--- src/rtl/task_10_in.sv ---
// Packet ingress buffer: collects manager beats into a FIFO, then drains them
// first-word-fall-through to the task core, splitting packets longer than DEPTH.
module task_10_in #(
    parameter int unsigned DATA_WIDTH = 8,
    parameter int unsigned DEPTH      = 32
) (
    input  logic                  i_clk,
    input  logic                  i_rst,
    input  logic                  i_tmanager_valid,
    input  logic [DATA_WIDTH-1:0] i_tmanager_data,
    input  logic                  i_tmanager_last,
    input  logic                  i_core_ready,
    output logic                  o_tmanager_ready,
    output logic [DATA_WIDTH-1:0] o_data,
    output logic                  o_data_valid,
    output logic                  o_input_last,
    output logic                  o_busy,
    output logic                  o_empty,
    output logic [11:0]           o_packet_size_in_bytes
);

    localparam int unsigned PTR_W  = $clog2(DEPTH);
    localparam int unsigned CNT_W  = PTR_W + 1;
    localparam int unsigned SIZE_W = 12;

    typedef enum logic [1:0] {
        IDLE    = 2'd0,
        RECEIVE = 2'd1,
        DRAIN   = 2'd2
    } state_t;

    state_t              state_q, state_d;
    logic [PTR_W-1:0]    wr_ptr_q, wr_ptr_d;
    logic [PTR_W-1:0]    rd_ptr_q, rd_ptr_d;
    logic [CNT_W-1:0]    count_q, count_d;
    logic [SIZE_W-1:0]   size_q, size_d;
    logic                seg_last_q, seg_last_d;
    logic [DATA_WIDTH-1:0] buf_mem [DEPTH];

    logic accept;
    logic pop;
    logic full_on_accept;

    // Write side is open only outside DRAIN, so write and read never coincide.
    always_comb begin
        accept         = i_tmanager_valid && (state_q != DRAIN);
        pop            = (state_q == DRAIN) && (count_q != '0) && i_core_ready;
        full_on_accept = (count_q == CNT_W'(DEPTH - 1));

        state_d    = state_q;
        wr_ptr_d   = wr_ptr_q;
        rd_ptr_d   = rd_ptr_q;
        count_d    = count_q;
        size_d     = size_q;
        seg_last_d = seg_last_q;

        case (state_q)
            IDLE, RECEIVE: begin
                if (accept) begin
                    wr_ptr_d = wr_ptr_q + PTR_W'(1);
                    count_d  = count_q + CNT_W'(1);
                    size_d   = size_q + SIZE_W'(1);
                    // last wins over full when both end the segment on one beat
                    if (i_tmanager_last || full_on_accept) begin
                        state_d    = DRAIN;
                        seg_last_d = i_tmanager_last;
                    end else begin
                        state_d = RECEIVE;
                    end
                end
            end
            DRAIN: begin
                if (pop) begin
                    rd_ptr_d = rd_ptr_q + PTR_W'(1);
                    count_d  = count_q - CNT_W'(1);
                    if (count_q == CNT_W'(1)) begin
                        state_d    = IDLE;
                        seg_last_d = 1'b0;
                        size_d     = '0;
                    end
                end
            end
            default: begin
                state_d = IDLE;
            end
        endcase
    end

    // Control state; reset dominates every other input.
    always_ff @(posedge i_clk) begin
        if (i_rst) begin
            state_q    <= IDLE;
            wr_ptr_q   <= '0;
            rd_ptr_q   <= '0;
            count_q    <= '0;
            size_q     <= '0;
            seg_last_q <= 1'b0;
        end else begin
            state_q    <= state_d;
            wr_ptr_q   <= wr_ptr_d;
            rd_ptr_q   <= rd_ptr_d;
            count_q    <= count_d;
            size_q     <= size_d;
            seg_last_q <= seg_last_d;
        end
    end

    // Storage carries no reset; contents are invalidated through the count.
    always_ff @(posedge i_clk) begin
        if (!i_rst && accept) begin
            buf_mem[wr_ptr_q] <= i_tmanager_data;
        end
    end

    assign o_tmanager_ready       = (state_q != DRAIN);
    assign o_data                 = buf_mem[rd_ptr_q];
    assign o_data_valid           = (state_q == DRAIN) && (count_q != '0);
    assign o_input_last           = o_data_valid && (count_q == CNT_W'(1)) && seg_last_q;
    assign o_busy                 = (state_q != IDLE);
    assign o_empty                = (count_q == '0);
    assign o_packet_size_in_bytes = size_q;

endmodule

--- config.mk ---
export PLATFORM = sky130hd
export DESIGN_NAME = task_10_in
export DESIGN_NICKNAME = d
export VERILOG_FILES = /design/src/rtl/task_10_in.sv
export SDC_FILE = /design/constraint.sdc
export NUM_CORES = 1
export LEC_CHECK = 0
export CAP_MARGIN = 20
export CORE_UTILIZATION = 55
export DETAILED_ROUTE_END_ITERATION = 8
export HOLD_SLACK_MARGIN = 0.05
export PLACE_DENSITY = 0.83
export SLEW_MARGIN = 10
export SYNTH_ARGS = -nofsm -noshare
export SYNTH_HDL_FRONTEND = slang
export SYNTH_SLANG_ARGS = --single-unit
--- constraint.sdc ---
create_clock -name i_clk -period 2.45 [get_ports i_clk]
set_input_delay 0.49 -clock i_clk [delete_from_list [all_inputs] [get_ports i_clk]]
set_output_delay 0.49 -clock i_clk [all_outputs]
set_load 0.005 [all_outputs]
==> results of run 1 <==
-- layout make-up --
type	count	area (µm²)
clock inverter	15	103
tap	270	338
clock buffer	38	759
multi-input combinational	278	3090
fill	1228	6470
inverter	6	22.5
timing repair buffer	123	1300
sequential	292	8420
-- what timing repair did --
| item | in CTS | in global routing |
|---|---|---|
| buffers inserted | 19 | 4 |
| endpoints found under the setup margin | 12 | 11 |
| hold endpoints to repair | 0 | 0 |
| pin swaps | 2 | 3 |
| gates cloned | 3 | 0 |
| resized for setup | 67 | 10 |
-- cells in the mapped netlist, types with 3 or more instances --
| library cell | number | area (µm²) |
|---|---|---|
| clkbuf_1 | 14 | 52.6 |
| nand3b_1 | 4 | 30.0 |
| nand3_1 | 7 | 35.0 |
| buf_4 | 8 | 60.1 |
| mux4_2 | 80 | 1800 |
| edfxtp_1 | 256 | 7690 |
| o21ai_0 | 7 | 35.0 |
| a31oi_1 | 3 | 18.8 |
| xnor2_1 | 4 | 35.0 |
| nor2_1 | 65 | 244 |
| a311oi_1 | 3 | 26.3 |
| nand2_1 | 15 | 56.3 |
| buf_1 | 9 | 33.8 |
| and4_1 | 4 | 35.0 |
| nand4_1 | 5 | 31.3 |
| nor2b_1 | 4 | 25.0 |
| inv_1 | 5 | 18.8 |
| xor2_1 | 10 | 87.6 |
| dfxtp_1 | 36 | 721 |
| a211oi_1 | 7 | 52.6 |
| mux2_2 | 8 | 90.1 |
| ha_1 | 10 | 125 |
| a21oi_1 | 13 | 65.1 |
-- worst max-delay path: stages, from the launching register on --
cell and delay (ns):
dfxtp_4 0.38, buf_12 0.14, buf_12 0.12, buf_8 0.12, mux4_2 0.56, mux4_2 0.51, mux2_4 0.31, buf_6 0.12
-- power breakdown --
part / switching [mW] / total, mW / internal (mW)
logic: 0.258 / 0.467 / 0.210
clock network: 1.81 / 4.09 / 2.28
registers: 0.0354 / 5.48 / 5.44
total: 2.10 / 10.0 / 7.93
-- final timing paths --
| kind | start | end |
|---|---|---|
| max | flop | o_data[0] |
| min | o_packet_size_in_bytes[11]$_SDFFE_PP0P_ | o_packet_size_in_bytes[11]$_SDFFE_PP0P_ |
| max reg2reg | state_q[1]$_SDFFE_PP0P_ | buf_mem[8][5]$_DFFE_PP_ |
| min reg2reg | o_packet_size_in_bytes[11]$_SDFFE_PP0P_ | o_packet_size_in_bytes[11]$_SDFFE_PP0P_ |
-- cell families (layout without fill, tap and decap cells) --
| logic type | Yosys count | in the layout | synth area share [%] |
|---|---|---|---|
| DFF | 292 | 292 | 72.4 |
| and+or+nand+nor | 120 | 120 | 4.89 |
| muxes | 90 | 90 | 16.5 |
| AOI/OAI and AO/OA | 44 | 44 | 2.57 |
| buffers and inverters | 39 | 182 | 1.59 |
| xor gates and xnor gates | 14 | 14 | 1.06 |
| adders and majority gates | 10 | 10 | 1.08 |
-- registers in the layout, indices dropped and copies added (netlist names), named ones only --
name,cells
buf_mem,256
o_packet_size_in_bytes,12
count_q,6
rd_ptr_q,5
wr_ptr_q,5
state_q,2
seg_last_q,1
-- per-layer routing --
| layer | track usage, % | vias to the layer above |
|---|---|---|
| li1 | - | 2694 |
| met1 | 35.2 | 3392 |
| met2 | 48.1 | 443 |
| met3 | 5.96 | 74 |
| met4 | 8.25 | 0 |
| met5 | 0 | - |
-- stage by stage --
step / area [µm²] / hold slack (ns)
floorplan: 11600 / 0.463
global placement: 12800 / 0.461
detailed placement: 12800 / 0.470
CTS: 14000 / 0.483
global route: 14000 / 0.521
finish: 14000 / 0.487
==> run metrics, run 1 <==
status finished, violations left; violations in the final reports setup timing; total met3 wirelength after detailed routing 2930 µm; total number of vias 6603; number of hold-repair buffers added at the cts stage 0; first-pass iteration count of the detailed router 6; final hold violation count 0; number of I/O pins 38; Static Leakage 4.52 nW; largest buffer count on any clock path 3; Clock transition at path regs 0.07 ns; per-cell via count in the routed design 6.46; dpl cells 944; portion of the clock cycle consumed by the worst path in the final layout 134%; setup TNS after final layout -6.42 ns; Total Nets Final 753; clk_lat worst skew 0.54 ns; maximum number of pins on one net before global-route repair 33; count of max-cap constraint violations 0; ys flop type edfxtp_1; RSZ-0062 raised after global routing yes; Yosys warning total 0; antenna viol nets, final 0; WP data required 1.96 ns; number of global-route vias before repair 6817; synthesized netlist net count 632; die span in y 147 µm; setup clock skew after layout 0.0120 ns; Core Box Area 20500 µm²; count of H-tree levels built during CTS 1; smallest setup slack after layout -0.841 ns; WL final 29200 µm; Hold WC Path Type reg -> reg; min cycle time layout 3.29 ns; worst rel slew slack 51.9%; metal2 WL 15100 µm; number of flops mapped to enable cells by yosys 256; DRC Markers 0; total power 10.0 mW; starting DRC count in detailed routing 620; Initial Utilization 56.7%; Synth Register Bits 292; all-layer global routing usage 27.7%; cell count of the worst reg-to-reg path 7; Async S/R FF share, synth 0%; number of distinct library cells after synthesis 47; Synth-to-Final Area Change 20.7%; Peak Freq 0.304 GHz; Setup violations, final 8; Critical Path Fanout Max 6; Routability Congestion 0.862; CTS sink cnt 292; fraction of final layout cells with drive strength greater than 1 32.0%; detailed placer's ending HPWL 15800 µm; post-synthesis cell area 11600 µm²; die area 21700 µm²; leading cell types in the layout, fill and taps excluded 256 x edfxtp_1, 80 x mux4_2, 64 x nor2_1, 62 x buf_4; worst voltage drop across the vdd grid 0.544 mV; routed metal-1 wire length 10300 µm; startpoint type of the worst setup path flop; antenna diode count 0; endpoint arrival time on the critical path 2.80 ns; fin util 68.4%; total of buffers placed on input and output ports 37; worst hold path cell count 1; highest routing layer actually used met4; post-route insts no fill 1022; horizontal die dimension 147 µm; instance count of the mapped netlist 609; number of clock buffers inserted by TritonCTS 29; setup slack, reg-to-reg 0.19 ns; critical setup path kind reg -> out; GRT Residual Overflow 0; final slew viol count 0; slew at the pin closest to its max-slew limit 0.720 ns; antenna violations before repair 0; standard-cell rows 52; clock root buffer master clkbuf_16; most common cell after layout, fill and taps aside edfxtp_1; proportion of synthesized chip area in sequential cells 72.4%; Mean Syn Cell Area 19.1 µm²; dpl ws -0.510 ns; global-route wire length before repair 42800 µm; detail-routed net length per standard cell 28.6 µm; element type at the critical path end primary output; clock tree from TritonCTS yes; total power density per cell area 715 nW/µm²
No activity file was read; power rests on OpenSTA's default activity.
==> run 2, diff against run 1 <==
--- a/config.mk
+++ b/config.mk
@@ -9,7 +9,7 @@
 export CORE_UTILIZATION = 55
 export DETAILED_ROUTE_END_ITERATION = 8
 export HOLD_SLACK_MARGIN = 0.05
-export PLACE_DENSITY = 0.83
+export PLACE_DENSITY = 0.8
 export SLEW_MARGIN = 10
 export SYNTH_ARGS = -nofsm -noshare
 export SYNTH_HDL_FRONTEND = slang
==> constraint.sdc (replaced) <==
create_clock -name i_clk -period 2.45 [get_ports i_clk]
set_input_delay 0.245 -clock i_clk [delete_from_list [all_inputs] [get_ports i_clk]]
set_output_delay 0.245 -clock i_clk [all_outputs]
set_load 0.005 [all_outputs]
==> run 2 against run 1 <==
The run still ends with setup timing left. Cell count down 0.78%. Die area is the same. Register-to-register slack improved by 0.12 ns. Largest cell class unchanged.
==> run metrics, run 2 (synthesis results as in run 1) <==
status finished, violations left; violations in the final reports setup timing; Setup violations, final 8; worst hold path cell count 1; dpl cells 939; Initial Utilization 56.7%; count of H-tree levels built during CTS 1; internal cell power 8.10 mW; post-route insts no fill 1014; total power 10.1 mW; maximum number of pins on one net before global-route repair 33; GRT Residual Overflow 0; final hold violation count 0; Largest Register buf_mem; fraction of final layout cells with drive strength greater than 1 30.8%; leading cell types in the layout, fill and taps excluded 256 x edfxtp_1, 80 x mux4_2, 64 x nor2_1, 56 x buf_4, 30 x dfxtp_1; Hold Path Origin o_packet_size_in_bytes[11]$_SDFFE_PP0P_; detail-routed net length per standard cell 26.7 µm; Core Box Area 20500 µm²; DRC Markers 0; most common cell after layout, fill and taps aside edfxtp_1; Static Leakage 4.50 nW; number of flip-flops in the largest register 256; endpoint arrival time on the critical path 2.82 ns; first-pass iteration count of the detailed router 5; clk_lat worst skew 0.54 ns; CTS sink cnt 292; setup clock skew after layout 0.0106 ns; number of global-route vias before repair 6680; min cycle time layout 3.07 ns; detailed placer's ending HPWL 14800 µm; die span in y 147 µm; total of buffers placed on input and output ports 37; portion of the clock cycle consumed by the worst path in the final layout 125%; relative contribution of combinational cells to total power 4.4%; total power density per cell area 724 nW/µm²; Routability Congestion 0.799; per-cell via count in the routed design 6.34; number of clock buffers inserted by TritonCTS 28; count of max-cap constraint violations 0; total number of vias 6431; largest buffer count on any clock path 3; Hold WC Path Type reg -> reg; horizontal die dimension 147 µm; setup slack, reg-to-reg 0.31 ns; slew at the pin closest to its max-slew limit 0.624 ns; Seq pwr share 54.0%; clock root buffer master clkbuf_16; cell count of the worst reg-to-reg path 7; Peak Freq 0.326 GHz; die area 21700 µm²; global-route wire length before repair 40900 µm; worst rel slew slack 58.2%; antenna diode count 0; startpoint type of the worst setup path flop; Clock transition at path regs 0.06 ns; WP data required 2.20 ns; starting DRC count in detailed routing 677; critical setup path kind reg -> out; Total Nets Final 748; number of I/O pins 38; RSZ-0062 raised after global routing yes; smallest setup slack after layout -0.616 ns; Critical Path Fanout Max 5; setup TNS after final layout -4.50 ns; element type at the critical path end primary output; standard-cell rows 52; all-layer global routing usage 25.9%; clock tree from TritonCTS yes; capturing point of the worst reg2reg path buf_mem[8][6]$_DFFE_PP_; destination of the worst hold path o_packet_size_in_bytes[11]$_SDFFE_PP0P_; worst voltage drop across the vdd grid 0.492 mV; final slew viol count 0; Synth-to-Final Area Change 20.5%; net switching component of the power 2.04 mW; antenna viol nets, final 0; antenna violations before repair 0; FF-to-FF Start state_q[1]$_SDFFE_PP0P_; WL final 27000 µm; relative contribution of the clock network to total power 41.6%; switching portion of total power 20.1%
## run 2: changes by cell type in the layout (fill, tap and decap cells not counted), moves of 2 or more
| cell | delta |
|---|---|
| clkinvlp_4 | -2 |
| buf_12 | -5 |
| buf_8 | +2 |
| buf_6 | +3 |
| dfxtp_4 | -2 |
| clkinv_1 | -2 |
| clkdlybuf4s50_1 | +3 |
| buf_4 | -6 |
| clkbuf_8 | +3 |
| clkinv_2 | -3 |
## run 2: worst max-delay path, cell delays in order, from the launching register on
cell and delay (ns):
dfxtp_4 0.40, buf_6 0.11, buf_12 0.11, buf_16 0.12, buf_6 0.11, mux4_2 0.54, mux4_2 0.49, mux2_4 0.28
buf_6 0.12
## run 2: area by class of cell
cell class | count | area (µm²)
timing repair buffer | 119 | 1250
sequential | 292 | 8420
inverter | 6 | 22.5
fill | 1222 | 6490
clock buffer | 42 | 805
multi-input combinational | 278 | 3080
clock inverter | 7 | 81.3
tap | 270 | 338
## run 2: power groups by stage
| stage | clock [mW] | combinational [mW] | sequential [mW] |
|---|---|---|---|
| global placement | 0 | 0.394 | 5.57 |
| detailed placement | 0 | 0.412 | 5.58 |
| finish | 4.21 | 0.448 | 5.48 |
| CTS | 4.22 | 0.441 | 5.47 |
| floorplan | 0 | 0.210 | 5.57 |
| global route | 4.43 | 0.481 | 5.48 |
## run 2: how the worst max path moves through the flow
stage / startpoint / endpoint / slack [ns] / cells after the start
floorplan: flop / o_data[0] / 0.21 / 5
global placement: flop / o_data[4] / -0.28 / 5
detailed placement: flop / o_data[7] / -0.30 / 5
CTS: flop / o_data[2] / -0.66 / 8
global route: flop / o_data[2] / -0.65 / 8
finish: flop / o_data[2] / -0.62 / 8
## run 2: stage by stage
stage | setup slack, ns | instance area [µm²] | utilization (%) | hold WS [ns]
after floorplan | 0.212 | 11600 | - | 0.344
after global routing | -0.652 | 14000 | 68.3 | 0.507
after global placement | -0.277 | 12700 | 61.7 | 0.459
after CTS | -0.664 | 14000 | 68.3 | 0.492
after detailed placement | -0.297 | 12700 | 61.7 | 0.480
final | -0.616 | 14000 | 68.3 | 0.501
## run 2: per-layer routing
layer | GRT usage, % | routed length [µm]
met1 | 34.1 | 10000
met5 | 0 | 0
met4 | 10.5 | 1000
met2 | 43.5 | 13600
met3 | 4.01 | 2380
## run 2: timing repair
item | in CTS | in global routing
hold buffers | 0 | 0
pin swaps | 0 | 0
setup buffers | 21 | 2
gates resized for setup | 69 | 7
cloned | 5 | 0
endpoints found under the setup margin | 9 | 9
hold endpoints to repair | 0 | 0
